## src/rtl/pwm_capture_pkg.sv

```systemverilog
// Shared definitions for the PWM capture block: FSM state encodings.
package pwm_capture_pkg;

    localparam logic [1:0] ST_IDLE = 2'd0;  // not measuring
    localparam logic [1:0] ST_SEEK = 2'd1;  // waiting for the first rising edge
    localparam logic [1:0] ST_HIGH = 2'd2;  // input high, counting high and period
    localparam logic [1:0] ST_LOW  = 2'd3;  // input low, counting period only

endpackage

```

## src/rtl/pwm_edge_sync.sv

```systemverilog
// Synchronises the asynchronous PWM input and produces a level together with
// registered rise/fall pulses that are cycle-aligned with that level.
module pwm_edge_sync #(
    parameter int SYNC_STAGES = 2
) (
    input  logic clk,
    input  logic rst_n,
    input  logic pwm_in,
    output logic s,
    output logic rise,
    output logic fall
);

    logic [SYNC_STAGES-1:0] chain;
    logic                   lvl_d;

    // Metastability chain; the top bit is the first safe-to-use sample.
    always_ff @(posedge clk) begin
        if (!rst_n) begin
            chain <= '0;
        end else begin
            chain <= {chain[SYNC_STAGES-2:0], pwm_in};
        end
    end

    // Registered edge detect so the FSM only ever sees flop outputs; the
    // delayed level is what the pulses are aligned with.
    always_ff @(posedge clk) begin
        if (!rst_n) begin
            lvl_d <= 1'b0;
            rise  <= 1'b0;
            fall  <= 1'b0;
        end else begin
            lvl_d <= chain[SYNC_STAGES-1];
            rise  <= chain[SYNC_STAGES-1] & ~lvl_d;
            fall  <= ~chain[SYNC_STAGES-1] & lvl_d;
        end
    end

    assign s = lvl_d;

endmodule

```

## src/rtl/pwm_capture.sv

```systemverilog
// PWM capture: measures high time and full period of pwm_in in clk cycles,
// publishing one result pair per complete period with a one-cycle strobe, and
// flagging an input that stops toggling.
module pwm_capture
    import pwm_capture_pkg::*;
#(
    parameter int CNT_W       = 16,
    parameter int SYNC_STAGES = 2
) (
    input  logic             clk,
    input  logic             rst_n,
    input  logic             enable,
    input  logic             pwm_in,
    output logic [CNT_W-1:0] high_count,
    output logic [CNT_W-1:0] period_count,
    output logic             meas_valid,
    output logic             timeout,
    output logic             stuck_level
);

    localparam logic [CNT_W-1:0] CNT_MAX = '1;
    localparam logic [CNT_W-1:0] CNT_ONE = CNT_W'(1);

    logic             s;
    logic             rise;
    logic             fall;
    logic [1:0]       state;
    logic [CNT_W-1:0] hcnt;
    logic [CNT_W-1:0] pcnt;

    pwm_edge_sync #(
        .SYNC_STAGES(SYNC_STAGES)
    ) u_edge_sync (
        .clk    (clk),
        .rst_n  (rst_n),
        .pwm_in (pwm_in),
        .s      (s),
        .rise   (rise),
        .fall   (fall)
    );

    // Measurement FSM with counters, result registers and sticky timeout.
    // In LOW a rise wins over saturation (a period of exactly CNT_MAX is
    // still reportable); in HIGH saturation wins since a fall would wrap pcnt.
    always_ff @(posedge clk) begin
        if (!rst_n) begin
            state        <= ST_IDLE;
            hcnt         <= '0;
            pcnt         <= '0;
            high_count   <= '0;
            period_count <= '0;
            meas_valid   <= 1'b0;
            timeout      <= 1'b0;
            stuck_level  <= 1'b0;
        end else begin
            meas_valid <= 1'b0;
            if (!enable) begin
                state   <= ST_IDLE;
                hcnt    <= '0;
                pcnt    <= '0;
                timeout <= 1'b0;
            end else begin
                case (state)
                    ST_IDLE: begin
                        state <= ST_SEEK;
                    end
                    ST_SEEK: begin
                        if (rise) begin
                            state <= ST_HIGH;
                            hcnt  <= CNT_ONE;
                            pcnt  <= CNT_ONE;
                        end
                    end
                    ST_HIGH: begin
                        if (pcnt == CNT_MAX) begin
                            state       <= ST_SEEK;
                            timeout     <= 1'b1;
                            stuck_level <= s;
                        end else if (fall) begin
                            state <= ST_LOW;
                            pcnt  <= pcnt + CNT_ONE;
                        end else begin
                            hcnt <= hcnt + CNT_ONE;
                            pcnt <= pcnt + CNT_ONE;
                        end
                    end
                    ST_LOW: begin
                        if (rise) begin
                            high_count   <= hcnt;
                            period_count <= pcnt;
                            meas_valid   <= 1'b1;
                            timeout      <= 1'b0;
                            state        <= ST_HIGH;
                            hcnt         <= CNT_ONE;
                            pcnt         <= CNT_ONE;
                        end else if (pcnt == CNT_MAX) begin
                            state       <= ST_SEEK;
                            timeout     <= 1'b1;
                            stuck_level <= s;
                        end else begin
                            pcnt <= pcnt + CNT_ONE;
                        end
                    end
                    default: begin
                        state <= ST_IDLE;
                    end
                endcase
            end
        end
    end

endmodule

```

## config.mk

```make
export PLATFORM = sky130hd
export DESIGN_NAME = pwm_capture
export DESIGN_NICKNAME = d
export VERILOG_FILES = /design/src/rtl/pwm_capture_pkg.sv /design/src/rtl/pwm_edge_sync.sv /design/src/rtl/pwm_capture.sv
export SDC_FILE = /design/constraint.sdc
export NUM_CORES = 1
export LEC_CHECK = 0
export ABC_AREA = 1
export BUFFER_PORTS_ARGS = -buffer_cell sky130_fd_sc_hd__buf_2
export CAP_MARGIN = 20
export CORE_MARGIN = 2
export CORE_UTILIZATION = 25
export CTS_BUF_LIST = sky130_fd_sc_hd__clkbuf_8 sky130_fd_sc_hd__clkbuf_16
export CTS_CLUSTER_DIAMETER = 120
export DETAILED_ROUTE_END_ITERATION = 8
export PLACE_DENSITY_LB_ADDON = 0.15
export SLEW_MARGIN = 0
export SYNTH_ARGS = -nofsm -noshare
export SYNTH_HDL_FRONTEND = slang
export SYNTH_HIERARCHICAL = 1
export SYNTH_SLANG_ARGS = --single-unit
```

## constraint.sdc

```tcl
create_clock -name clk -period 2.1 [get_ports clk]
set_input_delay 0.42 -clock clk [delete_from_list [all_inputs] [get_ports clk]]
set_output_delay 0.42 -clock clk [all_outputs]
set_load 0.03 [all_outputs]
```

Word-level counts from Yosys, hierarchy flattened:

Index checks and enable logic that the tools add are counted.

* register bits: 74
* output and inout port bits: 35
* word-level logic and storage cells: 61

* add/subtract/negate cells: 2
* eq/ne operators: 11
* multiplexer cells: 20
* bitwise gates (word level): 4
* reduce and logical (&&, ||, !) cells: 12

Operators by type and width (number)
* 16-bit 2-to-1 mux: 5
* 16-bit one-hot mux with 3 select lines: 1
* 16-bit by 1-bit adder with 16-bit output, second input constant: 2
* 16-bit one-hot mux with 2 select lines: 1
* 16-bit equality test, second input constant: 1
* 3-bit AND reduction: 4
* 2-bit 2-to-1 mux: 5
* 2-bit one-hot mux with 4 select lines: 1
* 2-bit != test, second input constant: 3
* 3-bit by 2-bit != test with 1-bit output, second input constant: 2
* 1-bit 2-to-1 mux: 5
* 2-bit equality test, second input constant: 2
* 2-bit by 1-bit != test with 1-bit output, second input constant: 2
* 1-bit one-hot mux with 2 select lines: 2
* 2-bit AND reduction: 2
* 4-bit AND reduction: 1
* 2-bit nonzero test: 2
* 3-bit nonzero test: 1
* 1-bit bitwise AND: 2
* 2-bit by 1-bit equality test with 1-bit output, second input constant: 1
* 2-bit logical NOT: 1
* 1-bit inverter: 2
* 2-bit OR reduction: 1

Depth between registers and ports, before layout:

Gate-level depths: netlist (run 1).

* depth in word-level cells: 4
* gate-level depth with buffers: 10
* gate-level depth less buffers: 10

Cells and area by module:

Netlist (run 1), hierarchy kept.

Modules (own cells, without submodules)
* pwm_capture: instances 1, cells each 430, area each 3156.8 µm², sequential area each 1381.3 µm²
* pwm_edge_sync: instances 1, cells each 14, area each 136.4 µm², sequential area each 100.1 µm²

Least setup slack after synthesis (run 1):

OpenSTA, ideal clock, no wires.

* path kind: register to register
* start point: reg pcnt[0]
* end point: reg hcnt[2]
* data arrival time: 1.415 ns
* required time: 1.985 ns
* slack: 0.570 ns
* stages on the path, launching flop included: 10
* buffers on the path: 1
* period minus slack after synthesis: 1.530 ns
* cells stage by stage: dfxtp_1 ha_1 nand2_1 nor2_4 nand4_4 nand2_4 nand2_4 buf_6 a21oi_1 nor2_1

* cells in the longest elaborated chain, start to end: 3

Ends and longest elaborated chain
* from (decl): line pwm_capture.sv:29 `logic [CNT_W-1:0] pcnt;`
* from (signal assigned): line pwm_capture.sv:81 `pcnt <= pcnt + CNT_ONE;`
* from (signal assigned): line pwm_capture.sv:84 `pcnt <= pcnt + CNT_ONE;`
* from (signal assigned): line pwm_capture.sv:101 `pcnt <= pcnt + CNT_ONE;`
* 16-bit equality test: line pwm_capture.sv:75 `if (pcnt == CNT_MAX) begin`
* 2-bit != test (no line)
* 4-bit AND reduction (no line)
* to (signal assigned): line pwm_capture.sv:83 `hcnt <= hcnt + CNT_ONE;`
* to (decl): line pwm_capture.sv:28 `logic [CNT_W-1:0] hcnt;`

Every way passes these cells.
A chain may end at the register's enable or synchronous reset.

Worst setup path after layout (run 1):

* start point: reg pcnt[0]
* end point: reg pcnt[8]

* cells in the longest elaborated chain, start to end: 4

Ends and longest elaborated chain
* 16-bit by 1-bit adder with 16-bit output or 16-bit equality test (tied branches)
* 16-bit 2-to-1 mux *: line pwm_capture.sv:75
* 16-bit 2-to-1 mux: line pwm_capture.sv:88 `if (rise) begin`
* 16-bit one-hot mux with 3 select lines *: line pwm_capture.sv:63 `case (state)`

Mark *: on every way between the ends. The rest lies on a longest branch, timed or not.

==> metrics.md, run 1 <==
| Metric | Value |
|---|---|
| Vias | ~2900 |
| Routed wire length | 8428 um |
| Max Fclk | 575.3 MHz |
| PD cells | ~740 nW/um2 |
| HP Class | input pin to flop |
| Worst relative slew slack | 0.6772 |
| Hold Crit Start | pwm_in |
| Initial antenna violation count | 0 |
| GPL Wtd Cong | just over 0.8 |
| Total GRT Usage | 0.1277 |
| Final HPWL DP | 5942 um |
| Peak supply drop | 355.9 uV |
| Critical path endpoint category | flop |
| Highest-count cells in the layout ignoring fill and taps | 81 x nor2_1, 74 x nand2_1, 74 x dfxtp_1 |
| Cell Area, Synth | 3293 um2 |
| # IOs | 39 |
| Sink Count | 74 |
| Port bufs | 38 |
| Vias per cell | approximately 4.4 |
| # Max-Cap Violations | 0 |
| Slew @ Worst Pin | 0.4836 ns |
| Placed Area | 3664 um2 |
| Final count of negative-setup-slack endpoints | 0 |
| Gates resized, CTS repair | 0 |
| Wire length per cell | 12.75 um |
| Post-synth net total | between 400 and 500 |
| Post-synth cell types | 30 |
| Tmin final | 1.738 ns |
| Share of post-route cells with drive strength above 1 | 0.1759 |
| Commonest non-fill, non-tap cell in the layout | nor2_1 |
| Postcts setup bufs | 0 |
| Drt pass-1 iters | 4 |
| Setup crit start | pcnt[0] |
| Clk buf depth | 2 |
| Num CTS Buffers | 9 |
| Final hold vios | 0 |
| Crit path arrival time | 1.96 ns |
| # DRC | 0 |
| CTS Hold Buffers Added | 0 |
| Critical Path RT | around 2.3 ns |
| CTS Root Buffer Type | clkbuf_16 |
| Setup CP Type | flop to flop |
| Post-Synthesis Cells | 444 |
| Routed Antenna Nets | 0 |
| RR Startpoint | pcnt[0] |
| Fill cell count | 1413 |
| Die H | 118.8 um |
| Reg-to-reg setup timing slack | 0.36 ns |
| Vias in the first global route | 2746 |
| Worst-Skew Late Latency | 0.33 ns |
| Max Clock Skew | about 0.0062 ns |
| Row cnt | 41 |
| Hold depth | 3 |
| Nets | 491 |
| TritonCTS clock tree | yes |
| Clock slew at reported path FFs | roughly 0.060 ns |
| Seq/Total Area, Yosys | 0.4498 |
| Total gr overflow | 0 |
| Final core utilization | 0.3100 |
| P_leak | about 1.5 nW |
| First-iteration detailed-routing DRC count | 185 |
| Yosys reg bits | 74 |
| Min-Delay Endpoint | u_edge_sync/chain[0] |
| Status | finished clean |
| Synth warn | 6 |
| Reg2reg end | pcnt[8] |
| Core Region | 12720 um2 |
| Final instance area | a little under 4000 um2 |
| CP startpoint kind | flop |
| Die width | between 100 and 150 um |
| RSZ-0062 raised after global routing | false |
| Syn Area/Cell | 7.417 um2 |
| Largest net degree at the start of global routing | 39 |
| Initial core utilization | 0.2589 |
| Die area | 14110 um2 |
| CP max FO | 18 |
| Final TNS setup | 0 ns |
| Antenna diode instance count | 0 |
| Reg2Reg Depth | 8 |
| Max Slew Vio Count | 0 |
| Final period util | 0.8278 |
| Area growth, synth to finish | 19.76% |
| First-pass GRT wire length | 14210 um |
| H-tree depth | 3 |
==> routing by layer <==
layer	part of all wire	global-route usage	up-vias
li1	-	-	1542
met1	0.54	0.1934	1288
met2	0.39	0.1692	77
met3	0.052	0.02847	12
met4	0.018	0.05580	0
met5	0	0	-
==> kinds of logic (layout without fill, tap and decap cells) <==
group / count (synthesis) / after routing / synth area share
XOR/XNOR: 7 / 7 / 0.01862
AND/OR/NAND/NOR: 228 / 228 / 0.3256
flip-flops: 74 / 74 / 0.4498
buffers and inverters: 52 / 97 / 0.07219
AO/OA/AOI/OAI: 81 / 81 / 0.1261
adder cells (fa/ha/maj): 2 / 2 / 0.007598
==> where the power goes <==
part	internal (mW)	switching, mW	total (mW)
combinational	0.0147	0.0409	0.0556
clock	0.855	0.589	1.44
sequential	1.41	0.00566	1.41
total	2.28	0.636	2.91
==> worst max-delay path, stage by stage, from the launching register on <==
cell	delay, ns
dfxtp_1	0.39
ha_1	0.22
nand2_1	0.11
nor2_4	0.15
nand4_4	0.13
buf_4	0.23
nand2_1	0.17
o21ai_0	0.09
nor3b_1	0.14
==> cells in the mapped netlist <==
cell	n	area, um2
nor3_1	5	25.02
buf_4	2	15.01
nand3_2	7	70.07
a31oi_1	3	18.77
nand3b_1	1	7.510
nor2_2	3	18.77
inv_2	2	7.510
o21ai_0	35	175.2
inv_1	32	120.1
o31ai_1	1	7.510
o21ai_1	2	10.01
and2_1	1	6.260
buf_2	4	20.02
nor3b_1	1	7.510
nand2_4	4	45.04
nand2_1	74	277.8
nand4_4	1	21.27
a31o_2	1	8.760
clkbuf_1	8	30.03
nand4_1	11	68.82
buf_6	4	45.04
ha_1	2	25.02
a21oi_1	39	195.2
xor2_1	7	61.31
nand3_1	34	170.2
nand2_2	1	6.260
nor2_1	81	304.0
nor3_2	1	10.01
dfxtp_1	74	1481
nor2_4	3	33.78
==> flip-flops by register name, summed over array words and instances (netlist names) <==
signal,cells
u_edge_sync/s,1
hcnt,16
u_edge_sync/rise,1
u_edge_sync/fall,1
stuck_level,1
period_count,16
timeout,1
high_count,16
u_edge_sync/chain,2
meas_valid,1
state,2
pcnt,16
==> worst max path at each step <==
stage / endpoint / slack, ns / depth (start not counted)
after detailed placement: pcnt[8] / 0.40 / 8
after floorplan: hcnt[2] / 0.57 / 9
final: pcnt[8] / 0.36 / 8
after global placement: hcnt[6] / 0.43 / 10
after global routing: hcnt[6] / 0.19 / 10
after CTS: pcnt[8] / 0.38 / 8
==> layout make-up <==
cell class | instances | area [um2] | share of cell area
well taps | 172 | 215.2 | 0.05457
inverters | 34 | 127.6 | 0.03236
flip-flops and latches | 74 | 1481 | 0.3756
repair buffers | 48 | 265.3 | 0.06726
clock buffers | 11 | 252.7 | 0.06409
clock inverters | 4 | 27.53 | 0.006980
multi-input cells | 318 | 1574 | 0.3991
==> metrics by stage <==
step           total power [mW]  cells  worst slack, ns  hold WS, ns
2_1_floorplan             1.479    444           0.5705       0.3894
3_3_place_gp              1.501    646           0.4307       0.3998
3_5_place_dp              1.502    646           0.4003       0.4014
4_1_cts                   2.979    661           0.3809       0.2618
5_1_grt                   3.033    661           0.1910       0.2969
6_report                  2.914    661           0.3616       0.2724
Note: power is estimated with default switching activity, not from simulation.
==> inputs of run 2 (changes only) <==
Clock period 2.1 ns to 1.45 ns, I/O delays scaled along.
==> metrics.md, run 2 (synthesis results as in run 1) <==
| Metric | Value |
|---|---|
| Final HPWL DP | 6306 um |
| PD cells | approximately 1000 nW/um2 |
| Die width | between 100 and 150 um |
| Final count of negative-setup-slack endpoints | 0 |
| Place WS | -0.08209 ns |
| Critical Path RT | 1.67 ns |
| Setup ws final | 0.003803 ns |
| CP startpoint kind | flop |
| CP max FO | 12 |
| Vias in the first global route | ~2900 |
| Final instance area | 4493 um2 |
| Core Region | 12720 um2 |
| Total GRT Usage | 0.1282 |
| Routed wire length | 8902 um |
| Clock slew at reported path FFs | 0.06 ns |
| Fill cell count | about 1400 |
| Antenna diode instance count | 0 |
| Die area | 14110 um2 |
| GPL Wtd Cong | 0.8396 |
| Sink Count | 74 |
| Total gr overflow | 0 |
| Clk buf depth | 2 |
| Commonest non-fill, non-tap cell in the layout | nor2_1 |
| Row cnt | 41 |
| Routed Antenna Nets | 0 |
| Port bufs | 38 |
| Final hold vios | 0 |
| Max Fclk | 691.5 MHz |
| # Max-Cap Violations | 0 |
| H-tree depth | 3 |
| First-iteration detailed-routing DRC count | 216 |
| # IOs | 39 |
| Crit path arrival time | 1.67 ns |
| Tmin final | 1.446 ns |
| Max Clock Skew | ~0.0077 ns |
| Hold slack | about 0.13 ns |
| Nets | between 500 and 600 |
| Die H | 118.8 um |
| Drt pass-1 iters | 4 |
| RSZ-0062 raised after global routing | true |
| Highest-count cells in the layout ignoring fill and taps | 75 x nor2_1, 70 x dfxtp_1, 68 x nand2_1 |
| Vias per cell | 4.305 |
| Initial core utilization | 0.2589 |
| Max Slew Vio Count | 0 |
| Worst-Skew Late Latency | between 0.3 and 0.4 ns |
| TritonCTS clock tree | yes |
| Slew @ Worst Pin | 0.3505 ns |
| P_leak | 1.820 nW |
| Setup CP Type | flop to flop |
| Initial antenna violation count | 0 |
| Peak supply drop | 465.8 uV |
| Final period util | 0.9974 |
| Critical path endpoint category | flop |
| Wire length per cell | 12.70 um |
| # DRC | 0 |
| First-pass GRT wire length | 14260 um |
| Placed Area | 3976 um2 |
| Num CTS Buffers | 9 |
| Vias | ~3000 |
| CTS Root Buffer Type | clkbuf_16 |
| HP Class | input pin to flop |
| Worst relative slew slack | 0.7655 |
| Status | finished clean |
| Area growth, synth to finish | 36.44% |
| Largest net degree at the start of global routing | 39 |
| Share of post-route cells with drive strength above 1 | 0.3006 |
-- run 2: changes by cell type in the layout (fill, tap and decap cells not counted), moves of 4 or more --
cell     previous run  this run
nor2_2              3         8
dfxtp_2             0         4
nand3_1            34        30
dfxtp_1            74        70
buf_4              10        43
nand2_1            74        68
nor2_1             81        75
nand2_2             1         6
-- run 2: critical path: stages, from the launching register on --
cell	delay (ns)
dfxtp_2	0.35
ha_4	0.15
nand2_4	0.05
nor2_4	0.16
nand4_4	0.13
buf_6	0.18
nand2_2	0.10
o21ai_0	0.08
nor3b_1	0.13
-- run 2: stage by stage --
step | power [mW] | utilization | instances | TNS (ns)
floorplan | 2.142 | - | 444 | -0.01231
global placement | 2.178 | 0.3125 | 682 | -0.08594
detailed placement | 2.179 | 0.3125 | 682 | -0.3834
CTS | 4.774 | 0.3414 | 697 | 0
global route | 4.867 | 0.3532 | 701 | -1.361
finish | 4.717 | 0.3532 | 701 | 0
-- run 2: area by class of cell --
| class | count | area, um2 | area share |
|---|---|---|---|
| clock inverters | 5 | 102.6 | 0.02283 |
| repair buffers | 87 | 601.8 | 0.1339 |
| multi-input cells | 319 | 1715 | 0.3818 |
| flip-flops and latches | 74 | 1486 | 0.3308 |
| clock buffers | 10 | 239.0 | 0.05319 |
| well taps | 172 | 215.2 | 0.04790 |
| inverters | 34 | 132.6 | 0.02952 |
-- run 2: metal layers --
metal  GRT usage  wire length (um)  vias to the layer above
met1      0.1875              4822                     1325
li1            -                 -                     1627
met2      0.1731              3534                       54
met4     0.05357               160                        0
met5           0                 0                        -
met3     0.03620               384                       12
-- run 2: worst paths after layout --
check | startpoint | end | slack (ns) | cells past startpoint
worst max-delay path | pcnt[1] | pcnt[8] | 0.004 | 8
worst min-delay path | pwm_in | u_edge_sync/chain[0] | 0.13 | 3
worst max register to register | pcnt[1] | pcnt[8] | 0.004 | 8
worst min register to register | u_edge_sync/chain[1] | u_edge_sync/fall | 0.41 | 1
-- run 2: timing repair --
item / 4_1_cts / 5_1_grt
gates cloned: 0 / 1
endpoints found under the hold margin: 0 / 0
endpoints found under the setup margin: 15 / 33
buffers inserted: 0 / 3
pin swaps: 1 / 6
resized for setup: 5 / 37
hold buffers: 0 / 0
-- run 2: report_power, final --
part	switching (mW)	internal [mW]
sequential	0.00475	2.04
clock	0.866	1.71
combinational	0.0647	0.0268
total	0.936	3.78
